[config.mk]
export PLATFORM = sky130hd
export DESIGN_NAME = data_mem_arbiter
export DESIGN_NICKNAME = d
export VERILOG_FILES = /design/src/rtl/data_mem_pkg.sv /design/src/rtl/mem_rr_pick.sv /design/src/rtl/data_mem_arbiter.sv
export SDC_FILE = /design/constraint.sdc
export NUM_CORES = 1
export LEC_CHECK = 0
export ABC_AREA = 1
export BUFFER_PORTS_ARGS = -buffer_cell sky130_fd_sc_hd__buf_2
export CAP_MARGIN = 10
export CORE_AREA = 2 2 231 233
export DETAILED_ROUTE_END_ITERATION = 10
export DIE_AREA = 0 0 233 235
export MAX_ROUTING_LAYER = met4
export SETUP_SLACK_MARGIN = 0.3
export SYNTH_ARGS = -nofsm -noshare
export SYNTH_HDL_FRONTEND = slang
export SYNTH_SLANG_ARGS = --single-unit
[constraint.sdc]
create_clock -name clk -period 2.4 [get_ports clk]
set_input_delay 0.48 -clock clk [delete_from_list [all_inputs] [get_ports clk]]
set_output_delay 0.48 -clock clk [all_outputs]
set_load 0.05 [all_outputs]
[src/rtl/data_mem_pkg.sv]
// Shared definitions for the data memory arbiter:
// FSM encoding, memory size default and the access check.
package data_mem_pkg;

  localparam int unsigned MEM_BYTES_DEF = 64;

  typedef enum logic [1:0] {
    ST_IDLE   = 2'd0,
    ST_ACCESS = 2'd1,
    ST_RESP   = 2'd2
  } arb_state_e;

  // Doubleword aligned and the whole doubleword fits in memory.
  function automatic logic dw_access_ok(
    input logic [63:0] addr,
    input int unsigned mem_bytes
  );
    logic [63:0] lim;
    lim = 64'(mem_bytes) - 64'd8;
    return (addr[2:0] == 3'b000) && (addr <= lim);
  endfunction

endpackage

[src/rtl/mem_rr_pick.sv]
// Two-way round-robin picker: on a tie the port that
// did not win last time gets the grant.
module mem_rr_pick (
  input  logic [1:0] req,
  input  logic       last,
  output logic       valid,
  output logic       winner
);

  assign valid  = |req;
  assign winner = (&req) ? ~last : req[1];

endmodule

[src/rtl/data_mem_arbiter.sv]
// Round-robin arbiter and IDLE/ACCESS/RESP sequencer
// sharing Data_Memory between the core and loader ports.
module data_mem_arbiter
  import data_mem_pkg::*;
#(
  parameter int unsigned MEM_BYTES = MEM_BYTES_DEF,
  parameter int unsigned ADDR_W    = 64,
  parameter int unsigned DATA_W    = 64
) (
  input  logic              clk,
  input  logic              reset,
  input  logic              req_0,
  input  logic              we_0,
  input  logic [ADDR_W-1:0] addr_0,
  input  logic [DATA_W-1:0] wdata_0,
  input  logic              req_1,
  input  logic              we_1,
  input  logic [ADDR_W-1:0] addr_1,
  input  logic [DATA_W-1:0] wdata_1,
  output logic              gnt_0,
  output logic              ack_0,
  output logic [DATA_W-1:0] rdata_0,
  output logic              err_0,
  output logic              gnt_1,
  output logic              ack_1,
  output logic [DATA_W-1:0] rdata_1,
  output logic              err_1,
  output logic [ADDR_W-1:0] Mem_Addr,
  output logic [DATA_W-1:0] Write_Data,
  output logic              MemWrite,
  output logic              MemRead,
  input  logic [DATA_W-1:0] Read_Data
);

  arb_state_e state_q, state_d;
  logic owner_q, owner_d;
  logic last_q, last_d;
  logic [1:0][DATA_W-1:0] rdata_q, rdata_d;
  logic [1:0] err_q, err_d;

  logic pick_valid;
  logic pick_winner;
  logic own_we;
  logic own_ok;
  logic [ADDR_W-1:0] own_addr;
  logic [DATA_W-1:0] own_wdata;

  mem_rr_pick u_pick (
    .req    ({req_1, req_0}),
    .last   (last_q),
    .valid  (pick_valid),
    .winner (pick_winner)
  );

  assign own_we    = owner_q ? we_1 : we_0;
  assign own_addr  = owner_q ? addr_1 : addr_0;
  assign own_wdata = owner_q ? wdata_1 : wdata_0;
  assign own_ok    = dw_access_ok(64'(own_addr), MEM_BYTES);

  always_ff @(posedge clk or negedge reset) begin
    if (!reset) begin
      state_q <= ST_IDLE;
      owner_q <= 1'b0;
      last_q  <= 1'b1;
      rdata_q <= '0;
      err_q   <= '0;
    end else begin
      state_q <= state_d;
      owner_q <= owner_d;
      last_q  <= last_d;
      rdata_q <= rdata_d;
      err_q   <= err_d;
    end
  end

  always_comb begin
    state_d = state_q;
    owner_d = owner_q;
    last_d  = last_q;
    rdata_d = rdata_q;
    err_d   = err_q;
    unique case (state_q)
      ST_IDLE: begin
        if (pick_valid) begin
          state_d = ST_ACCESS;
          owner_d = pick_winner;
          last_d  = pick_winner;
        end
      end
      ST_ACCESS: begin
        rdata_d[owner_q] = (!own_we && own_ok)
                         ? Read_Data : '0;
        err_d[owner_q]   = ~own_ok;
        state_d          = ST_RESP;
      end
      ST_RESP: state_d = ST_IDLE;
      default: state_d = ST_IDLE;
    endcase
  end

  always_comb begin
    Mem_Addr   = '0;
    Write_Data = '0;
    MemWrite   = 1'b0;
    MemRead    = 1'b0;
    if (state_q == ST_ACCESS) begin
      Mem_Addr   = own_addr;
      Write_Data = own_wdata;
      MemWrite   = own_we & own_ok;
      MemRead    = ~own_we & own_ok;
    end
  end

  // Responses are steered to the owner only.
  assign gnt_0 = (state_q != ST_IDLE) && !owner_q;
  assign gnt_1 = (state_q != ST_IDLE) && owner_q;
  assign ack_0 = (state_q == ST_RESP) && !owner_q;
  assign ack_1 = (state_q == ST_RESP) && owner_q;

  assign rdata_0 = rdata_q[0];
  assign rdata_1 = rdata_q[1];
  assign err_0   = err_q[0];
  assign err_1   = err_q[1];

endmodule

### Word level (Yosys, flattened, before mapping)

Index checks and enable logic that the tools add are counted.
Widths: inputs -> output; s select.

* eq/ne operators: 3
* magnitude comparators: 3
* bitwise operators: 5
* reduce and logical (&&, ||, !) cells: 15
* multiplexer cells: 17

Operator list (count)
* $mux 64: 6
* $bwmux 128: 1
* $demux 64 s1: 1
* $le 64x6->1 const B: 1
* $logic_and 1x1->1: 7
* $mux 1: 5
* $pmux 2 s2: 1
* $reduce_and 2->1: 2
* $logic_not 3->1: 1
* $not 1->1: 3
* $and 1x1->1: 2
* $bwmux 2: 1
* $eq 2x1->1 const B: 1
* $eq 2x2->1 const B: 1
* $logic_not 1->1: 2
* $logic_not 2->1: 1
* $lt 1x2->1 const B: 1
* $mux 2: 1
* $ne 2x2->1 const B: 1
* $reduce_bool 2->1: 1
* $reduce_or 2->1: 1
* $demux 1 s1: 1
* $ge 1x1->1 const B: 1

* register bits: 134
* input bits: 326
* word-level logic and storage cells: 49
* output and inout bits: 264

### Depth between registers and ports, before layout

* word-level depth: 6
* gate-level depth with buffers: 15
* gate-level depth less buffers: 11

### By module

Synthesis repeated with hierarchy kept, for this count alone.

* cell total of the unflattened synthesis: 1098
* area total of the unflattened synthesis: 7741.2 um2

By module, submodules not included
* data_mem_arbiter: seq. area each 3354.5 um2, area an instance 7726.2 um2, cells each 1095, instances 1
* mem_rr_pick: seq. area each 0.0 um2, area an instance 15.0 um2, cells each 3, instances 1

### Worst setup path before layout

OpenSTA, ideal clock, no wires.

* kind: register -> output
* from: reg owner_q
* to: out MemRead
* required time: 1.920 ns
* path buffers: 3
* slack: -0.325 ns
* cell stages (with the launch flop): 15
* arrival time: 2.245 ns
* cell sequence: dfrtp_1 inv_2 buf_2 buf_2 nand2_1 nand2_1 nand2_1 nor2_1 nand2_1 nor2_1 nand2_1 nor2_2 buf_4 nand2_1 nor2_1

* cells in the longest elaborated chain, start to end: 5
* elaborated cells between the ends (all ways): 8
* those cells by class: order compare: 1; mux: 3; bitwise: 2; reduce/logical: 2

Ends and longest elaborated chain
* start, declared: line data_mem_arbiter.sv:36 `logic owner_q, owner_d;`
* start signal, assigned: line data_mem_arbiter.sv:69 `owner_q <= owner_d;`
* $mux 64: line data_mem_arbiter.sv:56 `assign own_addr = owner_q ? addr_1 : addr_0;`
* $le 64x6->1 / $logic_not 3->1 (equally long branches): line data_mem_pkg.sv:20 `return (addr[2:0] == 3'b000) && (addr <= lim);`
* $logic_and 1x1->1: line data_mem_pkg.sv:20
* $and 1x1->1 *: line data_mem_arbiter.sv:110 `MemRead = ~own_we & own_ok;`
* $mux 1 *: line data_mem_arbiter.sv:106 `if (state_q == ST_ACCESS) begin`
* end, declared: line data_mem_arbiter.sv:31 `output logic MemRead,`

Every way passes the cells marked *; elsewhere a longest branch is shown, timed or not.

### Final worst setup path

Same ends and word-level chain as after synthesis.

==> reports/qor.txt <==
Switch Pwr: 0.00853 W
die width: 233 um
reg-to-reg slack, setup: -0.14 ns
crit path launch: owner_q$_DFFE_PN0P_
CTS tree: done
Leak: 8.38 nW
largest cells by area after synthesis: dfrtp_1 (43%), nand2_1 (22%), nand4_1 (10%)
Worst Path Max Fanout: 23
Final Max Slew Viols: 0
DR vias: 9,887
GRT Residual Overflow: 0
final core utilization: 26.7%
Die Area: 54,800 um^2
synthesized flop and latch total: 134
FILL cells: 5,750
Worst Path Arrival: 2.55 ns
Seq/Total Area, Yosys: 43.4%
dpl hpwl: 31,700 um
Longest Clk Path Bufs: 2
clock share of power: 16.5%
Nets: 2,057
DRT Pass-1 Iters: 5
final wirelength: 41,000 um
worst setup path category: reg2out
share of Yosys cell area claimed by the top area cell type: 43.0%
WP data required: 1.92 ns
power per cell area: 1170 nW/um^2
CP startpoint kind: flop
CP max-delay cell: dfrtp_2
Global Route Usage Sum: 14.7%
starting density of the core: 14.8%
Sw Share: 52.0%
Layout area overhead: 80.6%
routed length per instance: 16.9 um
vias in the first global route: 9,447
cell area after layout: 14,000 um^2
gp weighted congestion: 0.988
clock latency on the worst-skew pair: 0.45 ns
Worst Hold Class: in2reg
final cell count without fillers: 2,432
Die Height: 235 um
CP peak stage delay: 0.46 ns
Placement Cell Area: 12,900 um^2
area leader, netlist: dfrtp_1
first-pass GRT wire length: 58,000 um
clk_skew: 0.0230 ns
TritonCTS buffer count: 17
Rows: 84
Combinational Power Share: 68.4%
layout cells sized above 1: 48.0%
Reg2Reg Launch Point: owner_q$_DFFE_PN0P_
largest net degree at the start of global routing: 67
final antenna-violating net count: 0
Fin. Hold Viols: 0
Sink Count: 134
IO Count: 590
Syn Nets: 1,422
RSZ-0062 raised after global routing: true
Syn. warnings: 0
H-tree Lvls: 4
violated checks: setup timing
core area: 52,200 um^2
Synth Area per Inst: 7.06 um^2
number of DRC markers in iteration 0: 635
status: complete, but fails checks
Async SR Flop Fraction: 100%
Rel. slew slack: 68.5%
register share of total power: 15.1%
residual DRC count: 0
Crit path max-delay family: simple AND/OR/NAND/NOR gates
Min-Delay Startpoint: Read_Data[5]
Post-Place Cells: 2,394
Top FF cell, synth: dfrtp_1
count leader, synth: nand2_1
cell area after synthesis: 7730 um^2
maxcap violations: 0
top post-synthesis cells by count: nand2_1 (459), dfrtp_1 (133), nand4_1 (128)
slew at the pin with the worst max-slew slack: 0.472 ns
worst vdd ir: 0.000769 V
worst path bufs/invs: 4
PnR worst setup slack: -0.629 ns
Cells after Synth: 1,096
port buffer count: 589
# setup viols final: 214
Max Clk Rate: 330 MHz
fin crit period: 3.03 ns
Avg Vias per Cell: 4.07
Crit path top cell by count: nand2_1
fin crit share: 126%
Int Power: 0.00787 W
Crit. End Element: output pin
clock-pin slew on the worst setup and hold paths: 0.07 ns
Post-synth EDFFs: 0
Distinct cells, synth: 20
initial antenna violation count: 1
Root Driver: clkbuf_16
worst path cell trace: inv_2 > buf_12 > nand2_1 > nand2_1 > nand2_1 > nor2_1 > nand2_1 > nor2_2 > nand2_2 > nor2_4 > buf_12 > nand2_4 > nor2_4 > buf_12
[cell families after synthesis]
logic type | Yosys count | synth area share [%]
buffers and inverters | 196 | 10.4
DFF | 134 | 43.4
and+or+nand+nor | 676 | 37.1
AOI/OAI and AO/OA | 90 | 9.11
[registers in the layout, summed over array words and instances (netlist names)]
| signal | flops |
|---|---|
| rdata_0 | 64 |
| last_q | 1 |
| owner_q | 1 |
| err_q | 2 |
| state_q | 2 |
| rdata_1 | 64 |
[power by group through the flow]
stage	registers, W	clock network, W	logic, W
3_3_place_gp	0.00250	0	0.0104
6_report	0.00247	0.00271	0.0112
5_1_grt	0.00248	0.00289	0.0117
2_1_floorplan	0.00279	0	0.00638
4_1_cts	0.00247	0.00281	0.0112
3_5_place_dp	0.00250	0	0.0104
[through the flow]
step	setup WS (ns)	hold slack, ns	power [W]	TNS (ns)
global route	-0.754	0.263	0.0171	-55.83
detailed placement	-0.276	0.449	0.0129	-19.33
finish	-0.629	0.286	0.0164	-26.01
floorplan	0.116	0.184	0.00917	0
global placement	-0.302	0.445	0.0129	-22.07
CTS	-0.664	0.246	0.0164	-31.95
[final cells by class]
cell class | count | area (um^2) | share of cell area [%]
inverters | 106 | 398 | 2.85
clock inverters | 8 | 124 | 0.887
flip-flops and latches | 134 | 3360 | 24.0
multi-input cells | 766 | 4050 | 29.0
well taps | 688 | 861 | 6.16
clock buffers | 23 | 468 | 3.35
diodes | 1 | 2.50 | 0.0179
repair buffers | 706 | 4710 | 33.7
[worst min-delay path: stages]
cell and delay (ns):
buf_2 0.09, nand4_1 0.08, nand2_1 0.06
[per-layer routing]
layer | wire length [um] | global-route usage [%] | vias to the layer above
met3 | 2970 | 3.30 | 44
met5 | 0 | - | -
met4 | 808 | 4.40 | 0
met1 | 18000 | 18.6 | 4552
li1 | - | - | 4834
met2 | 19200 | 23.2 | 457
[timing repair]
item / in CTS / in global routing
endpoints found under the hold margin: 44 / 0
hold buffers: 1 / 0
buffers inserted: 1 / 0
cloned: 4 / 0
resized for setup: 96 / 14
endpoints found under the setup margin: 261 / 263
pin swaps: 3 / 0
[path summary, 6_finish.rpt]
| check | end | depth (start not counted) |
|---|---|---|
| worst max register to register | rdata_0[12]$_DFFE_PN0P_ | 15 |
| worst max-delay path | MemRead | 14 |
| worst min-delay path | rdata_0[5]$_DFFE_PN0P_ | 3 |
| max in group asynchronous | rdata_1[18]$_DFFE_PN0P_ | 3 |
| min in group asynchronous | rdata_1[58]$_DFFE_PN0P_ | 2 |
| worst min register to register | rdata_0[63]$_DFFE_PN0P_ | 2 |
[placed cells by master, fill, tap and decap left out, drive strengths merged]
master | Yosys | final
a21oi | 7 | 7
buf | 44 | 701
diode | 0 | 1
bufbuf | 0 | 1
dfstp | 1 | 1
clkinvlp | 0 | 2
inv | 106 | 106
nand2 | 459 | 459
nor3 | 2 | 2
clkinv | 0 | 3
dfrtp | 133 | 133
or2 | 1 | 1
bufinv | 0 | 3
a22o | 67 | 67
nor2 | 84 | 84
clkbuf | 46 | 26
o21a | 1 | 1
nand4 | 128 | 128
o21ai | 15 | 15
nand3 | 2 | 2
dlygate4sd3 | 0 | 1
(Power assumes the default switching activity.)
